[src/rtl/fp_round_pack.sv]
// Round-and-pack stage of the 12-bit-to-float converter: extracts a 4-bit significand,
// rounds on the next lower bit and emits {s, e[2:0], f[3:0]} through a 2-stage valid/ready pipe.
module fp_round_pack #(
    parameter int ROUND_EN = 1,
    parameter int CNT_W    = 8
) (
    input  logic             clk,
    input  logic             rst_n,
    input  logic             in_valid,
    output logic             in_ready,
    input  logic             sign,
    input  logic [11:0]      mag,
    input  logic [2:0]       exponent,
    output logic             out_valid,
    input  logic             out_ready,
    output logic [7:0]       fp_out,
    output logic [CNT_W-1:0] sat_count
);

    localparam logic RND = (ROUND_EN != 0);

    logic             s1_valid_q, s1_valid_d;
    logic             s1_sign_q, s1_sign_d;
    logic [2:0]       s1_exp_q, s1_exp_d;
    logic [3:0]       s1_f_q, s1_f_d;
    logic             s1_r_q, s1_r_d;
    logic             s2_valid_q, s2_valid_d;
    logic [7:0]       s2_fp_q, s2_fp_d;
    logic [CNT_W-1:0] sat_cnt_q, sat_cnt_d;

    logic       s1_adv, s2_adv;
    logic       rnd_bit, sat_ev, s2_load;
    logic [3:0] f2;
    logic [2:0] e2;

    assign s2_adv   = !s2_valid_q || out_ready;
    assign s1_adv   = !s1_valid_q || s2_adv;
    assign in_ready = s1_adv;
    assign s2_load  = s2_adv && s1_valid_q;

    // Stage 1: significand is mag[e+3:e], round bit is the one just below it.
    always_comb begin
        s1_valid_d = s1_valid_q;
        s1_sign_d  = s1_sign_q;
        s1_exp_d   = s1_exp_q;
        s1_f_d     = s1_f_q;
        s1_r_d     = s1_r_q;
        if (s1_adv) begin
            s1_valid_d = in_valid;
            if (in_valid) begin
                s1_sign_d = sign;
                s1_exp_d  = exponent;
                s1_f_d    = mag[exponent +: 4];
                s1_r_d    = (exponent == 3'd0) ? 1'b0 : mag[exponent - 3'd1];
            end
        end
    end

    // Stage 2: round half-up; a full significand carries into the exponent,
    // and at the top exponent the result pins to the largest code instead.
    always_comb begin
        rnd_bit = s1_r_q & RND;
        sat_ev  = 1'b0;
        f2      = s1_f_q;
        e2      = s1_exp_q;
        if (rnd_bit) begin
            if (s1_f_q != 4'hF) begin
                f2 = s1_f_q + 4'd1;
            end else if (s1_exp_q != 3'h7) begin
                f2 = 4'b1000;
                e2 = s1_exp_q + 3'd1;
            end else begin
                f2     = 4'hF;
                e2     = 3'h7;
                sat_ev = 1'b1;
            end
        end
    end

    always_comb begin
        s2_valid_d = s2_valid_q;
        s2_fp_d    = s2_fp_q;
        sat_cnt_d  = sat_cnt_q;
        if (s2_adv) begin
            s2_valid_d = s1_valid_q;
        end
        if (s2_load) begin
            s2_fp_d = {s1_sign_q, e2, f2};
            if (sat_ev && (sat_cnt_q != {CNT_W{1'b1}})) begin
                sat_cnt_d = sat_cnt_q + 1'b1;
            end
        end
    end

    always_ff @(posedge clk or negedge rst_n) begin
        if (!rst_n) begin
            s1_valid_q <= 1'b0;
            s1_sign_q  <= 1'b0;
            s1_exp_q   <= 3'd0;
            s1_f_q     <= 4'd0;
            s1_r_q     <= 1'b0;
            s2_valid_q <= 1'b0;
            s2_fp_q    <= 8'h00;
            sat_cnt_q  <= '0;
        end else begin
            s1_valid_q <= s1_valid_d;
            s1_sign_q  <= s1_sign_d;
            s1_exp_q   <= s1_exp_d;
            s1_f_q     <= s1_f_d;
            s1_r_q     <= s1_r_d;
            s2_valid_q <= s2_valid_d;
            s2_fp_q    <= s2_fp_d;
            sat_cnt_q  <= sat_cnt_d;
        end
    end

    assign out_valid = s2_valid_q;
    assign fp_out    = s2_fp_q;
    assign sat_count = sat_cnt_q;

endmodule

[config.mk]
export PLATFORM = sky130hd
export DESIGN_NAME = fp_round_pack
export DESIGN_NICKNAME = d
export VERILOG_FILES = /design/src/rtl/fp_round_pack.sv
export SDC_FILE = /design/constraint.sdc
export NUM_CORES = 1
export LEC_CHECK = 0
export CAP_MARGIN = 5
export CORE_ASPECT_RATIO = 1.1
export CORE_MARGIN = 3
export CORE_UTILIZATION = 52
export DETAILED_ROUTE_END_ITERATION = 8
export PLACE_DENSITY = 0.95
export SLEW_MARGIN = 20
export SYNTH_ARGS = -nofsm -noshare
export SYNTH_HDL_FRONTEND = slang
export SYNTH_SLANG_ARGS = --single-unit
[constraint.sdc]
create_clock -name clk -period 2.9 [get_ports clk]
set_input_delay 0.435 -clock clk [delete_from_list [all_inputs] [get_ports clk]]
set_output_delay 0.435 -clock clk [all_outputs]
set_load 0.005 [all_outputs]
==> results of run 1 <==
==> power breakdown <==
group	internal, mW	leakage [nW]	switching [mW]
sequential	0.428	0.342	0.0471
combinational	0.141	0.479	0.0925
clock	0.0539	0.0150	0.105
total	0.623	0.836	0.245
==> cells in the final DEF (no fill, tap or decap), types with 3 or more instances in the layout <==
cell type and n:
clkdlybuf4s50_1 36, dfrtp_1 27, nand2_1 21, o21ai_0 14, mux4_2 7, mux2i_1 7
xor2_1 6, nor2_1 5, mux2_2 5, ha_1 5, nand2b_1 4, nand4_1 4
nand3_1 3, nor3_1 3, a21oi_1 3, clkbuf_4 3
==> through the flow <==
step | hold WS, ps | std cells
global route | 486 | 208
CTS | 479 | 208
finish | 472 | 208
floorplan | 139 | 139
global placement | 462 | 204
detailed placement | 479 | 204
==> routing by layer <==
| metal | track usage [%] | share of wire (%) | vias up | wire [um] |
|---|---|---|---|---|
| met5 | 0 | 0 | - | 0 |
| met4 | 8.99 | 1.8 | 0 | 54 |
| met3 | 3.10 | 4.6 | 8 | 139 |
| met2 | 36.7 | 57 | 35 | 1730 |
| met1 | 19.4 | 37 | 568 | 1120 |
| li1 | - | - | 578 | - |
==> path summary, 6_finish.rpt <==
| check | slack [ps] | to | depth (start not counted) | from |
|---|---|---|---|---|
| max in group asynchronous | 2180 | s1_exp_q[2] | 2 | rst_n |
| worst max register to register | 1150 | sat_count[1] | 5 | s1_f_q[0] |
| worst min-delay path | 470 | fp_out[2] | 2 | rst_n |
| min in group clk | 500 | fp_out[6] | 2 | fp_out[6] |
| worst max-delay path | 710 | rnd_bit | 6 | exponent[0] |
| worst min register to register | 500 | fp_out[6] | 2 | fp_out[6] |
==> kinds of logic (layout without fill, tap and decap cells) <==
| kind of cell | Yosys count | count (layout) | synth area share (%) |
|---|---|---|---|
| multiplexers | 19 | 19 | 18.5 |
| XOR/XNOR | 7 | 7 | 4.00 |
| buffers and inverters | 8 | 44 | 2.53 |
| AND/OR/NAND/NOR | 53 | 53 | 19.4 |
| AO/OA/AOI/OAI | 20 | 20 | 7.27 |
| adder cells (fa/ha/maj) | 5 | 5 | 4.08 |
| flip-flops | 27 | 27 | 44.1 |
==> registers in the layout, indices dropped and copies added, names as in the netlist <==
| signal | count |
|---|---|
| fp_out | 8 |
| sat_count | 8 |
| s1_f_q | 4 |
| out_valid | 1 |
| s1_exp_q | 3 |
| s1_sign_q | 1 |
| s1_valid_q | 1 |
| rnd_bit | 1 |
==> critical path, cell delays in order <==
cell and delay [ps]:
clkdlybuf4s50_1 610, clkinv_1 270, ha_1 390, mux4_2 290, nor3b_1 150, a221o_1 270
==> final cells by class <==
class,count,share of cell area (%)
clock buffer,4,1.35
sequential,27,34.8
timing repair buffer,37,19.0
multi-input combinational,104,42.1
inverter,3,0.581
tap,33,2.13
==> impl_metrics.yaml, run 1 <==
sta:
  clock_skew_ps: 5.33
  fin_tns_setup_ps: 0
  fin_crit_ps: 2190
  setup_viol: 0
  slew_viol_final: 0
  rsz0062_at_grt: "false"
  slew-limit-headroom_pct: 68.0
  fin_crit_sh_pct: 75.6
  fin_ws_ps: 707
  hold_violations: 0
  worst_pin_slew_ps: 478
  max_freq_mhz: 456
power:
  ir_worst_vdd_v: 0.000317
  powerDensity_nw_per_um2: 447
  power_mw: 0.868
  p_leak_nw: 0.836
synthesis:
  synth_area_leaders: "dfrtp_1 (44%), mux4_2 (10%), nand2_1 (5.1%)"
  synth-seq-cells: 27
  ys.flop_type: "dfrtp_1"
  yosysMostFrequentCell: "dfrtp_1"
  syn_area_um2: 1530
  synth.largest_area_cell: "dfrtp_1"
  yosys_warnings: 0
  synth_edf_count: 0
  avgSynthCellArea_um2: 11.0
  ys_seq_area_share_pct: 44.1
  synth_cell_types: 32
  postSynthCellCount: 139
  synthTopCellsByCount: "dfrtp_1 (27), nand2_1 (21), o21ai_0 (14)"
  synth_nets: 164
  yosysTopAreaCellShare_pct: 44.1
  async_flop_share_pct: 100
floorplan:
  die_width_um: 57.7
  io_pins: 38
  placementRows: 20
  die_h_um: 62.9
  design.core.area_um2: 2800
  start_util_pct: 54.6
  dieArea_um2: 3630
drt:
  via_per_inst: 5.72
  wl_um: 3050
  detail-route-antenna-nets: 0
  wl_per_cell_um: 14.7
  dr.pass1.iters: 5
  num_vias: 1189
  drtIter0Drc: 35
  drc: 0
global_routing:
  grt_max_degree: 28
  antenna_found_initial: 0
  grt.overflow.total: 0
  grt_first_pass_wirelength_um: 5450
  grt_use_total_pct: 19.2
  grt_pass1_vias: 1261
placed_design:
  dp_hpwl_um: 2500
  placed_cell_area_um2: 1910
  post-place-ws_ps: 359
  port_buffers: 36
  gp_congestion: 0.858
layout:
  final_nets: 201
  finalInstanceArea_um2: 1940
  multi_input_area_um2: 817
  num_antenna_cells: 0
  seq_area_um2: 676
  postLayoutCoreUtil_pct: 69.2
  syn_to_final_growth_pct: 26.6
  drive_above_1_share_pct: 12.6
  fill_cells: 210
clock_network:
  clk_latency_ps: 320
  numClockSinks: 27
  cts_max_level: 1
  ctsHoldBuffers: 0
  clk_pin_slew_worst_paths_ps: 140
  root_buffer: "clkbuf_4"
  cts_buffer_depth: 2
  cts_buffers: 3
  cts_resized: 0
  cts_setup_buffers: 0
  cts_tree: "done"
critical_path:
  cp_max_fo: 6
  arrival_ps: 2410
  crit_path_end_kind: "register"
  critical_path_class: "input port to register"
  cp.required_ps: 3120
  start_kind: "input port"
hold_path:
  worstHoldPathType: "input port to asynchronous set/reset pin"
flow_run:
  drv_cap: 0
status:
  outcome: "complete, no violations"
(Power assumes the default switching activity.)
==> run 2: changes to the inputs <==
--- a/config.mk
+++ b/config.mk
@@ -8,9 +8,9 @@
 export CAP_MARGIN = 5
 export CORE_ASPECT_RATIO = 1.1
 export CORE_MARGIN = 3
-export CORE_UTILIZATION = 52
+export CORE_UTILIZATION = 44
 export DETAILED_ROUTE_END_ITERATION = 8
-export PLACE_DENSITY = 0.95
+export PLACE_DENSITY = 0.86
 export SLEW_MARGIN = 20
 export SYNTH_ARGS = -nofsm -noshare
 export SYNTH_HDL_FRONTEND = slang
==> constraint.sdc (replaced) <==
create_clock -name clk -period 1.9 [get_ports clk]
set_input_delay 0.285 -clock clk [delete_from_list [all_inputs] [get_ports clk]]
set_output_delay 0.285 -clock clk [all_outputs]
set_load 0.005 [all_outputs]
==> run 2 against run 1 <==
Net effect: setup slack got worse by 580 ps; via count increased by 1.3%; count of clock-buffer cells in the layout decreased by 1; hold slack got worse by 170 ps; non-clock buffer count increased by 7; highest routed layer unchanged; critical path type is now register to output pin.
==> impl_metrics.yaml, run 2 (same netlist as run 1, synthesis figures left out) <==
clock_network:
  numClockSinks: 27
  ctsHoldBuffers: 0
  clk_pin_slew_worst_paths_ps: 140
  clk_latency_ps: 340
  cts_resized: 0
  cts_buffers: 3
  cts_tree: "done"
  cts_buffer_depth: 2
  root_buffer: "clkbuf_4"
  cts_setup_buffers: 0
  cts_max_level: 1
floorplan:
  die_width_um: 62.3
  start_util_pct: 48.2
  die_h_um: 67.9
  placementRows: 21
  design.core.area_um2: 3180
  io_pins: 38
  dieArea_um2: 4230
placed_design:
  post-place-ws_ps: -106
  dp_cells: 224
  dp_hpwl_um: 2480
  port_buffers: 36
  gp_congestion: 0.787
sta:
  hold_violations: 0
  max_freq_mhz: 565
  setup_viol: 0
  rsz0062_at_grt: "false"
  clock_skew_ps: 7.28
  slew-limit-headroom_pct: 75.9
  fin_crit_ps: 1770
  worst_pin_slew_ps: 360
  fin_ws_ps: 130
  slew_viol_final: 0
  fin_tns_setup_ps: 0
  fin_crit_sh_pct: 93.2
global_routing:
  antenna_found_initial: 0
  grt_max_degree: 28
  grt.overflow.total: 0
  grt_use_total_pct: 15.6
  grt_first_pass_wirelength_um: 5130
  grt_pass1_vias: 1195
hold_path:
  worstHoldPathType: "input port to asynchronous set/reset pin"
layout:
  drive_above_1_share_pct: 16.5
  final_cell_mix: "clkdlybuf4s50_1 (36), dfrtp_1 (27), nand2_1 (21)"
  final_cells: 228
  fill_cells: 241
  seq_area_um2: 676
  final_nets: 208
  num_antenna_cells: 0
  syn_to_final_growth_pct: 31.2
  mostFrequentLayoutCell: "clkdlybuf4s50_1"
  multi_input_area_um2: 817
critical_path:
  slowest_delay_ps: 520
  arrival_ps: 1490
  cp.required_ps: 1620
  cp_max_fo: 4
  path_buf_inv: 1
  worst_path_dominant_cell_family: "buffers and inverters"
  start_kind: "register"
  cpMaxStageDelayCell: "clkdlybuf4s50_1"
  critical_path_class: "register to output pin"
  crit_chain: "nand3b_1 -> clkdlybuf4s50_1"
  crit_path_end_kind: "output pin"
drt:
  wl_um: 3120
  via_per_inst: 5.28
  detail-route-antenna-nets: 0
  num_vias: 1204
  wl_per_cell_um: 13.7
  drtIter0Drc: 40
  drc: 0
  dr.pass1.iters: 4
power:
  p_leak_nw: 0.872
  ir_worst_vdd_v: 0.000307
  powerDensity_nw_per_um2: 671
flow_run:
  drv_cap: 0
status:
  outcome: "complete, no violations"
run 2: worst paths after layout:
| check | slack (ps) | startpoint | depth (start not counted) | end |
|---|---|---|---|---|
| max | 130 | s1_valid_q | 2 | in_ready |
| min | 300 | rst_n | 2 | sat_count[5] |
| max reg2reg | 140 | s1_f_q[0] | 5 | sat_count[1] |
| min reg2reg | 490 | fp_out[3] | 2 | fp_out[3] |
| max in group asynchronous | 1350 | rst_n | 2 | fp_out[4] |
| min in group clk | 490 | fp_out[3] | 2 | fp_out[3] |
run 2: report_power, final:
part	switching, mW	total [mW]	internal (mW)
Clock	0.173	0.252	0.0793
Sequential	0.0689	0.721	0.653
Combinational	0.147	0.374	0.227
run 2: stage by stage:
stage	hold slack (ps)	util [%]	cell area [um2]	power (mW)
global route	330	63.2	2010	1.43
finish	301	63.2	2010	1.35
CTS	315	63.2	2010	1.35
global placement	472	62.3	1980	1.08
floorplan	-10.6	-	1530	0.908
detailed placement	471	62.3	1980	1.11
run 2: layout make-up:
type | count | area share [%]
clock buffers | 3 | 1.12
clock inverters | 1 | 0.249
inverters | 3 | 0.560
multi-input cells | 104 | 40.7
flip-flops and latches | 27 | 33.6
well taps | 46 | 2.86
repair buffers | 44 | 20.9
run 2: per-layer routing:
layer  global-route usage (%)  up-vias  share of wire [%]
met5                        0        -                  0
met4                     8.26        0                2.4
met3                     1.97        5                3.7
met2                     33.5       39                 56
met1                     14.6      568                 38
li1                         -      592                  -
==> run 3: changes to the inputs <==
--- a/config.mk
+++ b/config.mk
@@ -8,9 +8,9 @@
 export CAP_MARGIN = 5
 export CORE_ASPECT_RATIO = 1.1
 export CORE_MARGIN = 3
-export CORE_UTILIZATION = 44
+export CORE_UTILIZATION = 49
 export DETAILED_ROUTE_END_ITERATION = 8
-export PLACE_DENSITY = 0.86
+export PLACE_DENSITY_LB_ADDON = 0.12
 export SLEW_MARGIN = 20
 export SYNTH_ARGS = -nofsm -noshare
 export SYNTH_HDL_FRONTEND = slang
==> constraint.sdc (replaced) <==
create_clock -name clk -period 1.8 [get_ports clk]
set_input_delay 0.27 -clock clk [delete_from_list [all_inputs] [get_ports clk]]
set_output_delay 0.27 -clock clk [all_outputs]
set_load 0.005 [all_outputs]
==> run 3 against run 2 <==
Net effect: sequential power increased by 3.1%; critical path depth is the same; hold slack improved by 27 ps; design area up 1.5%; sequential share of layout area shrank 0.43 points; cell count shrank 3.1%; critical endpoint unchanged.
==> impl_metrics.yaml, run 3 (same netlist as run 1, synthesis figures left out) <==
layout:
  drive_above_1_share_pct: 19.7
  num_antenna_cells: 0
  final_cells: 221
  final_nets: 214
  final_cell_mix: "clkdlybuf4s50_1 (36), dfrtp_1 (26), nand2_1 (21)"
  syn_to_final_growth_pct: 33.2
  finalInstanceArea_um2: 2040
  fill_cells: 227
  mostFrequentLayoutCell: "clkdlybuf4s50_1"
placed_design:
  placed_cell_area_um2: 2010
  dp_cells: 217
  post-place-ws_ps: -227
  port_buffers: 36
  dp_hpwl_um: 2430
  gp_congestion: 0.783
critical_path:
  path_buf_inv: 1
  cpMaxStageDelayCell: "clkdlybuf4s50_1"
  start_kind: "register"
  worst_path_dominant_cell_family: "buffers and inverters"
  cp_max_fo: 4
  critical_path_class: "register to output pin"
  crit_path_end_kind: "output pin"
  cp.required_ps: 1530
  slowest_delay_ps: 520
  arrival_ps: 1440
  crit_chain: "nand3b_1 -> clkdlybuf4s50_1"
drt:
  detail-route-antenna-nets: 0
  via_per_inst: 5.49
  num_vias: 1213
  drtIter0Drc: 26
  drc: 0
  dr.pass1.iters: 4
  wl_um: 2990
  wl_per_cell_um: 13.5
floorplan:
  dieArea_um2: 3830
  die_width_um: 59.3
  die_h_um: 64.6
  io_pins: 38
  design.core.area_um2: 2880
  placementRows: 20
  start_util_pct: 53.2
sta:
  clock_skew_ps: 3.19
  fin_crit_sh_pct: 95.0
  rsz0062_at_grt: "false"
  fin_crit_ps: 1710
  slew_viol_final: 0
  hold_violations: 0
  setup_viol: 0
  fin_tns_setup_ps: 0
  max_freq_mhz: 585
  worst_pin_slew_ps: 347
  fin_ws_ps: 89.6
  slew-limit-headroom_pct: 76.8
clock_network:
  clk_pin_slew_worst_paths_ps: 140
  clk_latency_ps: 320
  cts_tree: "done"
  ctsHoldBuffers: 0
  cts_buffer_depth: 2
  root_buffer: "clkbuf_4"
  cts_setup_buffers: 0
  cts_max_level: 1
  cts_buffers: 3
  numClockSinks: 27
global_routing:
  grt_max_degree: 28
  grt_use_total_pct: 17.3
  grt_first_pass_wirelength_um: 5130
  antenna_found_initial: 0
  grt.overflow.total: 0
  grt_pass1_vias: 1238
power:
  power_mw: 1.43
  p_leak_nw: 0.898
  powerDensity_nw_per_um2: 699
  ir_worst_vdd_v: 0.000570
hold_path:
  worstHoldPathType: "input port to asynchronous set/reset pin"
flow_run:
  drv_cap: 0
status:
  outcome: "complete, no violations"
==> run 3: cell types whose count changed in the layout (fill, tap and decap cells not counted) <==
cell      delta
and2_2       +1
dfrtp_2      +1
dfrtp_1      -1
and2_1       -1
buf_4        +6
clkinv_2     -1
clkbuf_1     +1
==> run 3: through the flow <==
step | hold slack (ps) | utilization (%)
after global routing | 341 | 70.9
final | 328 | 70.9
after CTS | 333 | 70.8
after global placement | 461 | 69.9
after floorplan | -25.6 | -
after detailed placement | 469 | 69.9
==> run 3: per-layer routing <==
layer  vias up  track usage [%]  part of all wire (%)
li1        605                -                     -
met1       573             19.3                    40
met2        33             32.1                    55
met3         2             2.59                   4.6
met4         0             6.52                  0.64
met5         -                0                     0
==> run 3: final cells by class <==
cell class	count	area, um2	area share [%]
Multi-Input combinational cell	104	818	40.1
Sequential cell	27	677	33.2
Timing Repair Buffer	50	465	22.8
Tap cell	33	41.3	2.02
Clock buffer	4	26.3	1.29
Inverter	3	11.3	0.552
==> run 3: worst paths after layout <==
check,from,endpoint,slack (ps),cells past startpoint
worst max register to register,s1_f_q[0],sat_count[1],130,5
worst min register to register,fp_out[5],fp_out[5],500,2
min in group clk,fp_out[5],fp_out[5],500,2
worst max-delay path,s1_valid_q,in_ready,90,2
worst min-delay path,rst_n,s1_sign_q,330,2
max in group asynchronous,rst_n,s1_valid_q,1210,2
==> run 3: power breakdown <==
group	leakage, nW	switching [mW]	internal (mW)
logic	0.542	0.169	0.255
registers	0.341	0.0543	0.689
clock network	0.0150	0.171	0.0866
total	0.898	0.394	1.03
==> run 3: repair_timing <==
action / 4_1_cts / 5_1_grt
gates resized for setup: 0 / 2
endpoints found under the setup margin: 0 / 4
endpoints found under the hold margin: 0 / 0
